$ cat src/rtl/fu_latency_if.sv
// ============================================================================
// Module : fu_latency_if
// Issue/result bundle between an EX-stage issuer and a multi-cycle FU sequencer.
// Rev    : 1.0  initial release
// ============================================================================
`default_nettype none

interface fu_latency_if #(
    parameter int DATA_W = 32,
    parameter int LAT_W  = 4
);
    logic              issue;
    logic [LAT_W-1:0]  latency;
    logic              flush;
    logic [DATA_W-1:0] fu_result;
    logic              busy;
    logic              done;
    logic [DATA_W-1:0] result;
    logic [LAT_W-1:0]  op_lat;

    modport master (
        output issue, latency, flush, fu_result,
        input  busy, done, result, op_lat
    );

    modport slave (
        input  issue, latency, flush, fu_result,
        output busy, done, result, op_lat
    );
endinterface

`default_nettype wire

$ cat src/rtl/fu_latency_ctrl.sv
// ============================================================================
// Module : fu_latency_ctrl
// Multi-cycle FU sequencer: holds BUSY for a per-op latency, captures the FU
// result and strobes done. Optional STALL_STATS_EN adds a busy-cycle counter.
// Rev    : 1.0  initial release
// ============================================================================
`default_nettype none

module fu_latency_ctrl #(
    parameter int DATA_W  = 32,
    parameter int LAT_W   = 4,
    parameter int MAX_LAT = 15
) (
    input  wire logic        clk,
    input  wire logic        rst,
`ifdef STALL_STATS_EN
    input  wire logic        stat_clr,
    output logic [31:0]      stall_cycles,
`endif
    fu_latency_if.slave      bus
);

    localparam logic [LAT_W-1:0] c_MAX_LAT = LAT_W'(MAX_LAT);
    localparam logic [LAT_W-1:0] c_ONE     = LAT_W'(1);
    localparam logic [LAT_W-1:0] c_TWO     = LAT_W'(2);

    typedef enum logic [1:0] {
        S_IDLE  = 2'd0,
        S_COUNT = 2'd1,
        S_DONE  = 2'd2
    } state_t;

    state_t              r_state;
    logic [LAT_W-1:0]    r_cnt;
    logic [LAT_W-1:0]    r_op_lat;
    logic [DATA_W-1:0]   r_result;
    logic                r_done;

    logic [LAT_W-1:0]    w_leff;
    logic                w_can_issue;
    logic                w_busy;

    assign w_leff      = (bus.latency > c_MAX_LAT) ? c_MAX_LAT : bus.latency;
    assign w_can_issue = (r_state == S_IDLE) || (r_state == S_DONE);

    // Cycle 0 of an op stalls combinationally from issue; flush and reset mask everything.
    assign w_busy = !rst && !bus.flush &&
                    ((r_state == S_COUNT) ||
                     (w_can_issue && bus.issue && (w_leff != '0)));

    always_ff @(posedge clk or posedge rst) begin
        if (rst) begin
            r_state  <= S_IDLE;
            r_cnt    <= '0;
            r_op_lat <= '0;
            r_result <= '0;
            r_done   <= 1'b0;
        end else begin
            r_done <= 1'b0;
            if (bus.flush) begin
                r_state <= S_IDLE;
                r_cnt   <= '0;
            end else begin
                case (r_state)
                    S_IDLE, S_DONE: begin
                        r_state <= S_IDLE;
                        if (bus.issue) begin
                            r_op_lat <= w_leff;
                            if (w_leff == c_ONE) begin
                                r_result <= bus.fu_result;
                                r_state  <= S_DONE;
                                r_done   <= 1'b1;
                            end else if (w_leff != '0) begin
                                r_cnt   <= w_leff - c_TWO;
                                r_state <= S_COUNT;
                            end
                        end
                    end
                    S_COUNT: begin
                        if (r_cnt == '0) begin
                            r_result <= bus.fu_result;
                            r_state  <= S_DONE;
                            r_done   <= 1'b1;
                        end else begin
                            r_cnt <= r_cnt - c_ONE;
                        end
                    end
                    default: begin
                        r_state <= S_IDLE;
                        r_cnt   <= '0;
                    end
                endcase
            end
        end
    end

    assign bus.busy   = w_busy;
    assign bus.done   = r_done;
    assign bus.result = r_result;
    assign bus.op_lat = r_op_lat;

`ifdef STALL_STATS_EN
    logic [31:0] r_stall_cycles;

    always_ff @(posedge clk or posedge rst) begin
        if (rst) begin
            r_stall_cycles <= '0;
        end else if (stat_clr) begin
            r_stall_cycles <= '0;
        end else if (w_busy && (r_stall_cycles != 32'hFFFF_FFFF)) begin
            r_stall_cycles <= r_stall_cycles + 32'd1;
        end
    end

    assign stall_cycles = r_stall_cycles;
`endif

endmodule

`default_nettype wire
$ cat src/flat_wrapper.sv
// flat-port wrapper written by rule: the top's interface ports become plain ports
module fu_latency_ctrl_flat 
#(
    parameter int DATA_W  = 32,
    parameter int LAT_W   = 4,
    parameter int MAX_LAT = 15
)
  (clk, rst, bus_issue, bus_latency, bus_flush, bus_fu_result, bus_busy, bus_done, bus_result, bus_op_lat);
  fu_latency_if #(.DATA_W(DATA_W), .LAT_W(LAT_W)) bus_i ();
  input  wire logic clk;
  input  wire logic rst;
  input wire logic [$bits(bus_i.issue)-1:0] bus_issue;
  input wire logic [$bits(bus_i.latency)-1:0] bus_latency;
  input wire logic [$bits(bus_i.flush)-1:0] bus_flush;
  input wire logic [$bits(bus_i.fu_result)-1:0] bus_fu_result;
  output wire logic [$bits(bus_i.busy)-1:0] bus_busy;
  output wire logic [$bits(bus_i.done)-1:0] bus_done;
  output wire logic [$bits(bus_i.result)-1:0] bus_result;
  output wire logic [$bits(bus_i.op_lat)-1:0] bus_op_lat;
  assign bus_i.issue = bus_issue;
  assign bus_i.latency = bus_latency;
  assign bus_i.flush = bus_flush;
  assign bus_i.fu_result = bus_fu_result;
  assign bus_busy = bus_i.busy;
  assign bus_done = bus_i.done;
  assign bus_result = bus_i.result;
  assign bus_op_lat = bus_i.op_lat;
  fu_latency_ctrl #(.DATA_W(DATA_W), .LAT_W(LAT_W), .MAX_LAT(MAX_LAT)) u_core (.clk(clk), .rst(rst), .bus(bus_i));
endmodule
$ cat config.mk
export PLATFORM = sky130hd
export DESIGN_NAME = fu_latency_ctrl_flat
export DESIGN_NICKNAME = d
export VERILOG_FILES = /design/src/rtl/fu_latency_if.sv /design/src/rtl/fu_latency_ctrl.sv /design/src/flat_wrapper.sv
export SDC_FILE = /design/constraint.sdc
export NUM_CORES = 1
export LEC_CHECK = 0
export BUFFER_PORTS_ARGS = -buffer_cell sky130_fd_sc_hd__buf_4
export CAP_MARGIN = 20
export CORE_AREA = 2 2 82 84
export CTS_CLUSTER_SIZE = 28
export DETAILED_ROUTE_END_ITERATION = 8
export DIE_AREA = 0 0 84 86
export PLACE_DENSITY = 0.64
export SLEW_MARGIN = 20
export SYNTH_ARGS = -nofsm -noshare
export SYNTH_HDL_FRONTEND = slang
export SYNTH_SLANG_ARGS = --single-unit
$ cat constraint.sdc
create_clock -name clk -period 2.6 [get_ports clk]
set_clock_uncertainty 0.1 [all_clocks]
set_input_delay 0.13 -clock clk [delete_from_list [all_inputs] [get_ports clk]]
set_output_delay 0.13 -clock clk [all_outputs]
set_load 0.005 [all_outputs]
; ---- Yosys cells after proc, flatten, opt, wreduce, memory -nomap -nowiden
; Index checks and enable logic that the tools add are counted.
[totals]
register_bits = 43
latch_bits = 0
ram_bits = 0
rom_bits = 0
inputBits = 40
out_inout_bits = 38
elab_cells = 58
memories = 0
[classes]
addsub = 2
multipliers = 0
div_mod_pow = 0
magnitude_cmp = 1
n_eq_ne = 11
n_shift = 0
muxes = 22
n_bitwise = 1
reduce_logical = 16
[op_table]
columns = op, n
row1 = $mux 32, 3
row2 = $pmux 32 s2, 1
row3 = $mux 4, 6
row4 = $ne 3x3->1 const B, 4
row5 = $mux 2, 4
row6 = $pmux 4 s2, 1
row7 = $mux 1, 5
row8 = $reduce_and 5->1, 1
row9 = $eq 4x1->1 const B, 1
row10 = $gt 4x4->1 const B, 1
row11 = $logic_and 1x1->1, 4
row12 = $logic_not 4->1, 1
row13 = $ne 2x2->1 const B, 2
row14 = $pmux 2 s2, 1
row15 = $reduce_and 4->1, 1
row16 = $reduce_bool 4->1, 1
row17 = $sub 4x1->4 const B, 1
row18 = $sub 4x2->4 const B, 1
row19 = $ne 3x2->1 const B, 1
row20 = $reduce_and 3->1, 1
row21 = $eq 2x1->1 const B, 1
row22 = $eq 2x2->1 const B, 1
row23 = $logic_not 1->1, 2
row24 = $logic_not 2->1, 1
row25 = 6 further kinds, 7

; ---- Logic depth before layout (Yosys ltp)
[logic_depth]
depth_word = 8
mapped_depth = 7
mapped_depth_nobuf = 6

; ---- Worst setup path before layout
; Ideal clock, no wire load.
[synth_path]
path_type = register -> register
from = register u_core.r_cnt[0]
to = register u_core.r_result[10], in the netlist u_core.bus.result[10]
setup_time_ps = 125
arrival_time_ps = 1923
required_time_ps = 2375
setup_slack_ps = 452
stages_incl_launch_ff = 8
path_buffers = 1
synth_period_minus_slack_ps = 2148
path_cell_list = dfrtp_1 inv_1 ha_1 nor3b_1 nor2_1 a2111oi_4 buf_6 mux2_4
[synth_between]
elab_chain_cells = 3
[synth_rtl]
columns = item, line
row1 = "start, declared", fu_latency_ctrl.sv:34  ; logic [LAT_W-1:0] r_cnt;
row2 = "start signal, assigned", fu_latency_ctrl.sv:74  ; r_cnt <= w_leff - c_TWO;
row3 = "start signal, assigned", fu_latency_ctrl.sv:85  ; r_cnt <= r_cnt - c_ONE;
row4 = $logic_not 4->1, fu_latency_ctrl.sv:80  ; if (r_cnt == '0) begin
row5 = $ne 2x2->1 (no line), -
row6 = $reduce_and 5->1 (no line), -
row7 = "end signal, assigned", fu_latency_ctrl.sv:70  ; r_result <= bus.fu_result;
row8 = "end signal, assigned", fu_latency_ctrl.sv:81  ; r_result <= bus.fu_result;
row9 = "end, declared", fu_latency_ctrl.sv:36  ; logic [DATA_W-1:0] r_result;
; Every way passes these cells.
; A chain may end at the register's enable or synchronous reset.

; ---- Worst setup path in the final report
[layout_path]
from = register u_core.r_cnt[0]
to = register u_core.r_result[26], in the netlist u_core.bus.result[26]
; Same word-level chain as after synthesis.

==> impl_metrics.json <==
{
  "run_status": "completed",
  "r2r_end": "u_core.bus.result[26]$_DFFE_PP0P_",
  "synth-xor-area-share": 0.01365,
  "grtUsageTotal": 0.1242,
  "worst-setup-path-type": "reg -> reg",
  "cp-start-kind": "flop",
  "fin_nets": 286,
  "syn_area_per_cell_um2": 15.28,
  "drtAntennaViolNets": 0,
  "cts_tree": "done",
  "routed_wl_mm": 4.303,
  "htreeDepth": 2,
  "power_density_mw_per_mm2": 817.8,
  "globalplace.congestion": 0.7410,
  "grt_overflow_total": 0,
  "routedWlPerCell_um": 13.40,
  "io_buffers": 77,
  "min_path_type": "in -> reg",
  "final_layout_size_suffix_gt1_frac": 0.5205,
  "power.net_switching_mw": 0.6616,
  "seq_area_mm2": 0.001076,
  "arrival_ns": 2.38,
  "vias": 1415,
  "finalSetupViolations": 0,
  "final-hold-violation-count": 0,
  "drv_cap": 0,
  "multi_input_area_um2": 789.5,
  "synth_nets": 169,
  "seqPwrFrac": 0.433,
  "vdd_ir_drop_max_uv": 413.8,
  "worst-endpoint-required_ns": 2.68,
  "min_period_ns": 2.297,
  "cts_buffer_depth": 2,
  "ctsResizeCount": 0,
  "numCtsBuffers": 5,
  "synth_top_family_by_area": "multiplexers",
  "drc": 0,
  "pin_count": 78,
  "critPathCaptureType": "flop",
  "ys_warn_count": 0,
  "path_clk_slew_ns": 0.08,
  "dp_hpwl_mm": 2.766,
  "worstSkewPairLatency_ns": 0.29,
  "crit_fanout": 33,
  "synth_fa_ha_area_frac": 0.01949,
  "die_area_mm2": 0.007224,
  "clkSinkCount": 43,
  "final_util": 0.4836,
  "critPathLaunch": "u_core.r_cnt[0]$_DFFE_PP0P_",
  "grt_max_degree": 44,
  "reg2reg_from": "u_core.r_cnt[0]$_DFFE_PP0P_",
  "leakagePower_nw": 1.446,
  "power.share.clock": 0.181,
  "placed_area_mm2": 0.002590,
  "swShare": 0.2665,
  "grt_antenna_before_repair": 0,
  "synthCells": 126,
  "reg2reg_depth": 7,
  "rsz0062_at_grt": "no",
  "diodes": 0,
  "grt_pass1_wl_mm": 7.072,
  "core-area_mm2": 0.006277,
  "via_per_inst": 4.408,
  "fillers": 567,
  "tightest_slew_ns": 0.8861,
  "rows": 29,
  "fin_crit_sh": 0.8835,
  "drt_first_pass_iters": 4,
  "netlist_area_mm2": 0.001926,
  "yosys.area_share.simple": 0.04743,
  "slew_headroom": 0.4093,
  "slew_viol_final": 0,
  "area_delta_synth_final_pct": 57.63,
  "rrSetupSlack_ns": 0.30,
  "cts_root_buf": "clkbuf_8",
  "grt_pass1_vias": 1498,
  "crit_end": "u_core.bus.result[26]$_DFFE_PP0P_",
  "setup_tns_ns": 0,
  "synthMuxAreaShare": 0.2671,
  "initialDrtViolationCount": 55,
  "synth_seq_cells": 43,
  "yosysSeqAreaShare": 0.5588,
  "comb_power_share": 0.386,
  "fp.dieH_um": 86,
  "fmax_ghz": 0.4353,
  "final_area_mm2": 0.003035,
  "synth-compound-area-share": 0.06238,
  "p_int_mw": 1.821,
  "yosysUniqueCellTypes": 25,
  "die_x_um": 84,
  "initial_core_util": 0.3068
}
metal layers:
layer  up-vias  GRT usage  wire [µm]
met5         -          0          0
li1        681          -          -
met4         0    0.03519         44
met1       685     0.1533       1846
met3         5    0.03754        234
met2        44     0.2116       2178
state kept, by name, indices dropped and copies added, names as in the netlist:
register / cells
u_core.r_state: 2
u_core.bus.done: 1
u_core.r_cnt: 4
u_core.bus.op_lat: 4
u_core.bus.result: 32
layout make-up:
cell class	instances	share of cell area
Sequential cell	43	0.3545
Clock buffer	7	0.02844
Clock inverter	1	0.002885
Tap cell	77	0.03174
Multi-Input combinational cell	73	0.2601
Timing Repair Buffer	114	0.3149
Inverter	6	0.007420
stage by stage:
stage	hold slack [ns]	instances	setup WS, ns	total power [mW]
floorplan	0.1780	126	0.4518	1.510
global placement	0.2611	278	0.3757	1.991
detailed placement	0.2645	278	0.3264	2.006
CTS	0.003582	321	0.3027	2.511
global route	0.01263	321	0.1801	2.641
finish	0.01498	321	0.3028	2.482
repair_timing:
action                    4_1_cts  5_1_grt
buffers inserted                0        0
hold endpoints to repair       81        0
hold buffers                   35        0
synth_stat cells:
library cell / instances / area share
nand2b_1: 1 / 0.0033
a2111oi_4: 1 / 0.014
nor3b_1: 1 / 0.0039
a221oi_1: 1 / 0.0045
xor2_1: 2 / 0.0091
clkbuf_1: 1 / 0.0019
a22oi_1: 2 / 0.0078
or3_1: 1 / 0.0033
xnor2_1: 1 / 0.0045
a21oi_1: 2 / 0.0052
nand2_1: 1 / 0.0019
a2111oi_0: 1 / 0.0045
o221a_2: 2 / 0.012
nor2b_1: 2 / 0.0065
mux2_2: 7 / 0.041
nor3_1: 3 / 0.0078
ha_1: 3 / 0.019
nor2_1: 8 / 0.016
nor3_2: 1 / 0.0052
dfrtp_1: 43 / 0.56
a211oi_1: 3 / 0.012
o21ai_0: 1 / 0.0026
inv_1: 6 / 0.012
buf_6: 3 / 0.018
mux2_4: 29 / 0.23
worst max-delay path, cell delays in order, from the launching register on:
cell	delay, ns
dfrtp_1	0.40
inv_1	0.10
ha_1	0.14
nor3b_1	0.26
nor2_1	0.15
a2111oi_4	0.34
buf_12	0.28
mux2_2	0.36
kinds of logic after synthesis:
| kind of cell | Yosys count |
|---|---|
| adders and majority gates | 3 |
| AOI/OAI and AO/OA | 13 |
| and+or+nand+nor | 18 |
| xor gates and xnor gates | 3 |
| muxes | 36 |
| DFF | 43 |
| buffers and inverters | 10 |
how the worst min path moves through the flow:
stage	from	to	slack (ns)	cells past startpoint
after floorplan	bus_fu_result[10]	u_core.bus.result[10]$_DFFE_PP0P_	0.18	1
after detailed placement	bus_fu_result[2]	u_core.bus.result[2]$_DFFE_PP0P_	0.26	2
after global routing	bus_latency[3]	u_core.bus.op_lat[3]$_DFFE_PP0P_	0.01	2
after CTS	bus_latency[3]	u_core.bus.op_lat[3]$_DFFE_PP0P_	0.004	2
after global placement	bus_fu_result[11]	u_core.bus.result[11]$_DFFE_PP0P_	0.26	2
final	bus_latency[3]	u_core.bus.op_lat[3]$_DFFE_PP0P_	0.01	2
power by group through the flow:
stage	Combinational, mW	Sequential [mW]	Clock, mW
2_1_floorplan	0.429	1.08	0
3_3_place_gp	0.909	1.08	0
3_5_place_dp	0.927	1.08	0
4_1_cts	0.969	1.08	0.466
5_1_grt	1.04	1.11	0.494
6_report	0.959	1.07	0.449
cell usage in the layout, fill, tap and decap left out, drive strengths merged:
cell          n
nor2          8
nor2b         2
a211oi        3
a221oi        1
nor3          4
or3           1
nand2b        1
dlygate4sd3  35
clkbuf        7
inv           6
nor3b         1
ha            3
clkinv        1
o21ai         1
xnor2         1
a2111oi       2
o221a         2
mux2         36
buf          79
nand2         1
xor2          2
dfrtp        43
a22oi         2
a21oi         2
Note: power is estimated with default switching activity, not from simulation.
